$ cat src/rtl/rgb_video_capture.sv
// rgb_video_capture: RGB888 stream to RGB565 writer with resolution tracking and stable-frame gating
module rgb_video_capture #(
  parameter int WAIT_FRAMES = 4
) (
  input  logic        sys_clk,
  input  logic        sys_rst_n,
  input  logic        cap_en,
  input  logic        in_vs,
  input  logic        in_hs,
  input  logic        in_de,
  input  logic [23:0] in_rgb,
  output logic        out_wr_en,
  output logic [15:0] out_data,
  output logic        out_frame_start,
  output logic        out_frame_done,
  output logic [10:0] pixel_xpos,
  output logic [10:0] pixel_ypos,
  output logic [10:0] h_disp,
  output logic [10:0] v_disp,
  output logic        frame_valid,
  output logic        fmt_err
);
  localparam int SW = $clog2(WAIT_FRAMES + 2);
  localparam logic [SW-1:0] WF = SW'(WAIT_FRAMES);
  localparam logic [1:0] IDLE = 2'd0, SYNC = 2'd1, SKIP = 2'd2, CAPT = 2'd3;
  localparam logic [10:0] XMAX = 11'd2047;
  logic vs1, vs2, hs1, de1, de2, fs, le, match, unused_hs;
  logic [23:0] rgb1;
  logic [10:0] x, y, last_w;
  logic [SW-1:0] stable, stable_nxt;
  logic [1:0] state, nxt;
  assign unused_hs = hs1;
  assign fs = vs1 & ~vs2;
  // a line end coinciding with a frame start is absorbed by the frame start
  assign le = de2 & ~de1 & ~fs;
  assign match = last_w == h_disp && y == v_disp;
  assign stable_nxt = !match ? '0 : stable == WF ? WF : stable + 1'b1;
  assign frame_valid = state == CAPT;
  // CAPTURE only reacts at frame boundaries so a running frame always completes
  assign nxt = state == IDLE ? (cap_en ? SYNC : IDLE)
             : state == CAPT ? (!fs ? CAPT : !cap_en ? IDLE : match ? CAPT : SKIP)
             : !cap_en ? IDLE
             : !fs ? state
             : state == SYNC ? SKIP
             : (match && stable_nxt == WF) ? CAPT : SKIP;
  always_ff @(posedge sys_clk or negedge sys_rst_n)
    if (!sys_rst_n) begin
      {vs1, vs2, hs1, de1, de2, rgb1} <= '0;
      {x, y, last_w, stable, state} <= '0;
      {out_wr_en, out_data, out_frame_start, out_frame_done, fmt_err} <= '0;
      {pixel_xpos, pixel_ypos, h_disp, v_disp} <= '0;
    end else begin
      vs1 <= in_vs;
      hs1 <= in_hs;
      de1 <= in_de;
      rgb1 <= in_rgb;
      vs2 <= vs1;
      de2 <= de1;
      x <= fs ? {10'd0, de1} : le ? '0 : (de1 && x != XMAX) ? x + 11'd1 : x;
      y <= fs ? '0 : (le && y != XMAX) ? y + 11'd1 : y;
      last_w <= fs ? '0 : le ? x : last_w;
      pixel_xpos <= fs ? '0 : x;
      pixel_ypos <= fs ? '0 : y;
      out_wr_en <= de1 && nxt == CAPT;
      out_data <= {rgb1[23:19], rgb1[15:10], rgb1[7:3]};
      out_frame_start <= fs && nxt == CAPT;
      out_frame_done <= fs && state == CAPT;
      fmt_err <= fs && !match;
      stable <= fs ? stable_nxt : stable;
      h_disp <= (fs && !match) ? last_w : h_disp;
      v_disp <= (fs && !match) ? y : v_disp;
      state <= nxt;
    end
endmodule

$ cat config.mk
export PLATFORM = sky130hd
export DESIGN_NAME = rgb_video_capture
export DESIGN_NICKNAME = d
export VERILOG_FILES = /design/src/rtl/rgb_video_capture.sv
export SDC_FILE = /design/constraint.sdc
export NUM_CORES = 1
export LEC_CHECK = 0
export CORE_UTILIZATION = 51
export CTS_CLUSTER_DIAMETER = 200
export DETAILED_ROUTE_END_ITERATION = 12
export PLACE_DENSITY = 0.79
export SLEW_MARGIN = 30
export SYNTH_ARGS = -nofsm -noshare
export SYNTH_HDL_FRONTEND = slang
export SYNTH_SLANG_ARGS = --single-unit
$ cat constraint.sdc
create_clock -name sys_clk -period 2.57 [get_ports sys_clk]
set_input_delay 0.514 -clock sys_clk [delete_from_list [all_inputs] [get_ports sys_clk]]
set_output_delay 0.514 -clock sys_clk [all_outputs]
set_load 0.01 [all_outputs]
=== Word-level counts from Yosys, hierarchy flattened ===
Cells that the tools add are included.

* Add/sub/neg operators: 3
* Eq/ne operators: 9
* Mux-type cells: 21
* Bitwise logic cells: 6
* Reductions and logical operators: 13

{| class="wikitable"
|+ Operators with widths
! operator !! count
|-
| two-way mux 11 bit || 9
|-
| adder 11 x 1 -> 11 bit (second input constant) || 2
|-
| equality test 11 bit || 2
|-
| != test 11 bit (second input constant) || 2
|-
| two-way mux 2 bit || 6
|-
| logical AND 1 bit || 8
|-
| equality test 3 bit (second input constant) || 2
|-
| two-way mux 3 bit || 2
|-
| equality test 2 bit (second input constant) || 2
|-
| two-way mux 1 bit || 4
|-
| nonzero test 2 bit || 2
|-
| adder 3 x 1 -> 3 bit (second input constant) || 1
|-
| bitwise AND 1 bit || 3
|-
| inverter 1 bit || 3
|-
| nonzero test 3 bit || 1
|-
| equality test 2 x 1 -> 1 bit (second input constant) || 1
|-
| logical NOT 2 bit || 1
|-
| logical NOT 1 bit || 1
|}

* Register bits: 130
* Bits of input ports: 30
* Output and inout bits: 65
* Word-level logic and storage cells: 71

=== Logic depth before layout (Yosys ltp) ===
* Depth in word-level cells: 13
* Mapped depth: 7
* Gate-level depth less buffers: 7

=== Least setup slack after synthesis ===
No wires, ideal clock.

* Path kind: register to register
* Start point: reg y[3]
* End point: reg h_disp[0]
* Library setup time: 125 ps
* Arrival time: 1,651 ps
* Required time: 2,445 ps
* Setup slack: 794 ps
* Stages on the path, launching flop included: 8
* Clock period less this slack: 1,776 ps
* Path through: dfrtp_1 -> buf_6 -> xnor2_1 -> nand4_1 -> nor4_2 -> a21oi_2 -> buf_6 -> mux2_4

* Cells in the longest elaborated chain, start to end: 4

{| class="wikitable"
|+ RTL lines
! element !! line !! RTL
|-
| start: declaration || 29 || <nowiki>logic [10:0] x, y, last_w;</nowiki>
|-
| start signal: assignment || 60 || <nowiki>y <= fs ? '0 : (le && y != XMAX) ? y + 11'd1 : y;</nowiki>
|-
| equality test 11 bit || 36 || <nowiki>assign match = last_w == h_disp && y == v_disp;</nowiki>
|-
| logical AND 1 bit || 36 ||
|-
| logical NOT 1 bit || 70 || <nowiki>h_disp <= (fs && !match) ? last_w : h_disp;</nowiki>
|-
| logical AND 1 bit || 70 ||
|-
| end signal: assignment || 70 ||
|-
| end: declaration || 18 || <nowiki>output logic [10:0] h_disp,</nowiki>
|}

No other way between the ends.
A chain may end at the register's enable or synchronous reset.

=== Final worst setup path ===
* Start point: reg state[1]
* End point: out frame_valid

* Cells in the longest elaborated chain, start to end: 1

{| class="wikitable"
|+ RTL lines
! element !! line !! RTL
|-
| start: declaration || 31 || <nowiki>logic [1:0] state, nxt;</nowiki>
|-
| start signal: assignment || 72 || <nowiki>state <= nxt;</nowiki>
|-
| equality test 2 bit || 38 || <nowiki>assign frame_valid = state == CAPT;</nowiki>
|-
| end: declaration || 20 || <nowiki>output logic frame_valid,</nowiki>
|}

No other way between the ends.

==> impl_metrics.tcl <==
set metrics [dict create \
    placed_area_um2 5690 \
    antenna_found_initial 0 \
    clkTransAtPathRegs_ns 0.06 \
    cts_buffer_depth 2 \
    ant_nets 0 \
    fp.dieW_um 98.0 \
    dp_hpwl_um 6030 \
    report.final.setup_viol 0 \
    ys_seq_area_frac 0.649 \
    antennaDiodeCount 0 \
    cellLeakagePower_nw 2.80 \
    holdWs_ns 0.00680 \
    synth_edf_count 0 \
    rsz0062_at_grt "false" \
    finalCriticalPeriod_ns 2.19 \
    overflow 0 \
    syn-cell-area_um2 4700 \
    cp-end-kind "output port" \
    critical_path_required_ns 2.06 \
    async_reset_ff_frac 1.00 \
    die_y_um 98.0 \
    critPathMaxFanout 7 \
    avgSynthCellArea_um2 13.3 \
    final_area_um2 6310 \
    ir_drop_mv 0.442 \
    post_cts_buffers 0 \
    post-route-period-util 0.851 \
    wl_per_cell_um 16.4 \
    cts_hold_buf 0 \
    drive_gt1_frac 0.143 \
    fp.dieArea_um2 9610 \
    drv_cap 0 \
    fmax_ghz 0.457 \
    yosys_most_used_dff "dfrtp_1" \
    grt_pass1_wl_um 15800 \
    drc 7 \
    syn_inst 353 \
    layout_commonest_cell "dfrtp_1" \
    grt_max_degree 53 \
    insertion_delay_ns 0.51 \
    totalWireLength_um 9390 \
    dr.pass1.iters 9 \
    hold_violations 0 \
    worst_slew_pin_slew_ns 0.749 \
    fill_cells 581 \
    slew_viol_final 0 \
    cts_tree "yes" \
    root_buffer "clkbuf_8" \
    yosysUniqueCellTypes 41 \
    grt_pass1_vias 3124 \
    dpl_worst_slack_ns 0.393 \
    ys_ff_latch 122 \
    vias 3053 \
    cp.arrival_ns 1.67 \
    yosys_warnings 0 \
    fin_ws_ns 0.383 \
    via_per_inst 5.35 \
    cts_buffers 17 \
    syn_to_final_growth_pct 34.2 \
    core_area_um2 8810 \
    layout_common_cells "122 x dfrtp_1, 84 x clkdlybuf4s50_1, 32 x xnor2_1" \
    failed_checks "design-rule violations" \
    slew_headroom 0.499 \
    synth_nets 387 \
    critical_path_class "register to output port" \
    powerDensity_nw_per_um2 848 \
    io_buffer_count 85 \
    htree_levels 4 \
    power_w 0.00535 \
    status "finished with violations" \
    ctsResizeCount 0 \
    start_util 0.534 \
    fin_nets 484 \
    grt.total_usage 0.215 \
    ios 95 \
    drt_iter0_drc 183 \
    placementRows 34 \
    finalSetupTns_ns 0 \
    place.gp.congestion 0.842 \
    crit_path_start_kind "register" \
    finalClockSkew_ns 0.00833 \
    cts.sinks 122 \
    hp-class "input pin to async pin" \
]
power breakdown:
group          switching, W  internal, W  total [W]
logic              0.000355     0.000361   0.000715
registers          0.000112      0.00205    0.00216
clock network      0.000866      0.00161    0.00247
cells by family (layout without fill, tap and decap cells):
| group | after synthesis | after routing | synth area share |
|---|---|---|---|
| flops | 122 | 122 | 0.649 |
| simple gates | 110 | 110 | 0.122 |
| xor+xnor | 37 | 37 | 0.0689 |
| buf+inv | 23 | 133 | 0.0245 |
| fa+ha+maj | 4 | 4 | 0.0106 |
| compound gates | 32 | 32 | 0.0511 |
| mux | 25 | 25 | 0.0737 |
worst max-delay path, cell delays in order (launching register included):
cell and delay [ns]:
dfrtp_1 0.46, nand2_1 0.12, inv_1 0.07, clkdlybuf4s50_1 0.52
per-stage QoR:
step	utilization	cells
2_1_floorplan	-	353
5_1_grt	0.717	571
3_3_place_gp	0.646	539
6_report	0.717	571
4_1_cts	0.717	571
3_5_place_dp	0.646	539
cell type report:
type | count | area [µm²] | area share
tap | 108 | 135 | 0.0214
clock buffer | 19 | 432 | 0.0684
clock inverter | 13 | 193 | 0.0305
inverter | 8 | 30.0 | 0.00476
multi-input combinational | 208 | 1530 | 0.243
sequential | 122 | 3050 | 0.484
timing repair buffer | 93 | 933 | 0.148
Yosys cell counts, drive strengths merged, types with 2 or more instances:
master / count / share of area
nor2b: 3 / 0.0040
and2: 21 / 0.028
nand2: 16 / 0.013
xnor2: 32 / 0.060
a21oi: 7 / 0.0082
and4: 2 / 0.0037
nand3: 7 / 0.0075
ha: 4 / 0.011
buf: 8 / 0.012
nor2: 30 / 0.024
mux2i: 2 / 0.0043
a22o: 11 / 0.020
clkbuf: 7 / 0.0059
mux2: 23 / 0.069
or3: 2 / 0.0027
nor4: 4 / 0.0067
o21ai: 2 / 0.0021
a311oi: 3 / 0.0056
nor3: 10 / 0.012
nand4: 10 / 0.013
o31ai: 3 / 0.0059
xor2: 5 / 0.0093
dfrtp: 122 / 0.65
inv: 8 / 0.0064
nand2b: 2 / 0.0027
o22ai: 3 / 0.0040
layer usage:
layer,vias up,global-route usage,share of wire
met2,89,0.354,0.52
li1,1408,-,-
met4,0,0.0746,0.012
met1,1543,0.270,0.42
met5,-,0,0
met3,13,0.0687,0.047
state kept, by name (all words and copies together), names as in the netlist:
signal and flops:
state 2, v_disp 11, out_frame_start 1, vs2 1
fmt_err 1, h_disp 11, de1 1, rgb1 16
stable 3, de2 1, last_w 11, vs1 1
pixel_xpos 11, out_frame_done 1, out_wr_en 1, out_data 16
y 11, pixel_ypos 11, x 11
worst paths after layout:
| path | startpoint | to | slack, ns | depth (start not counted) |
|---|---|---|---|---|
| worst max-delay path | state[1] | frame_valid | 0.38 | 3 |
| worst max register to register | y[8] | h_disp[7] | 0.41 | 6 |
| min in group sys_clk | rgb1[13] | out_data[8] | 0.35 | 0 |
| max in group asynchronous | sys_rst_n | pixel_xpos[4] | 1.80 | 2 |
| worst min-delay path | sys_rst_n | out_data[4] | 0.007 | 1 |
| worst min register to register | rgb1[13] | out_data[8] | 0.35 | 0 |
Note: power is estimated with default switching activity, not from simulation.
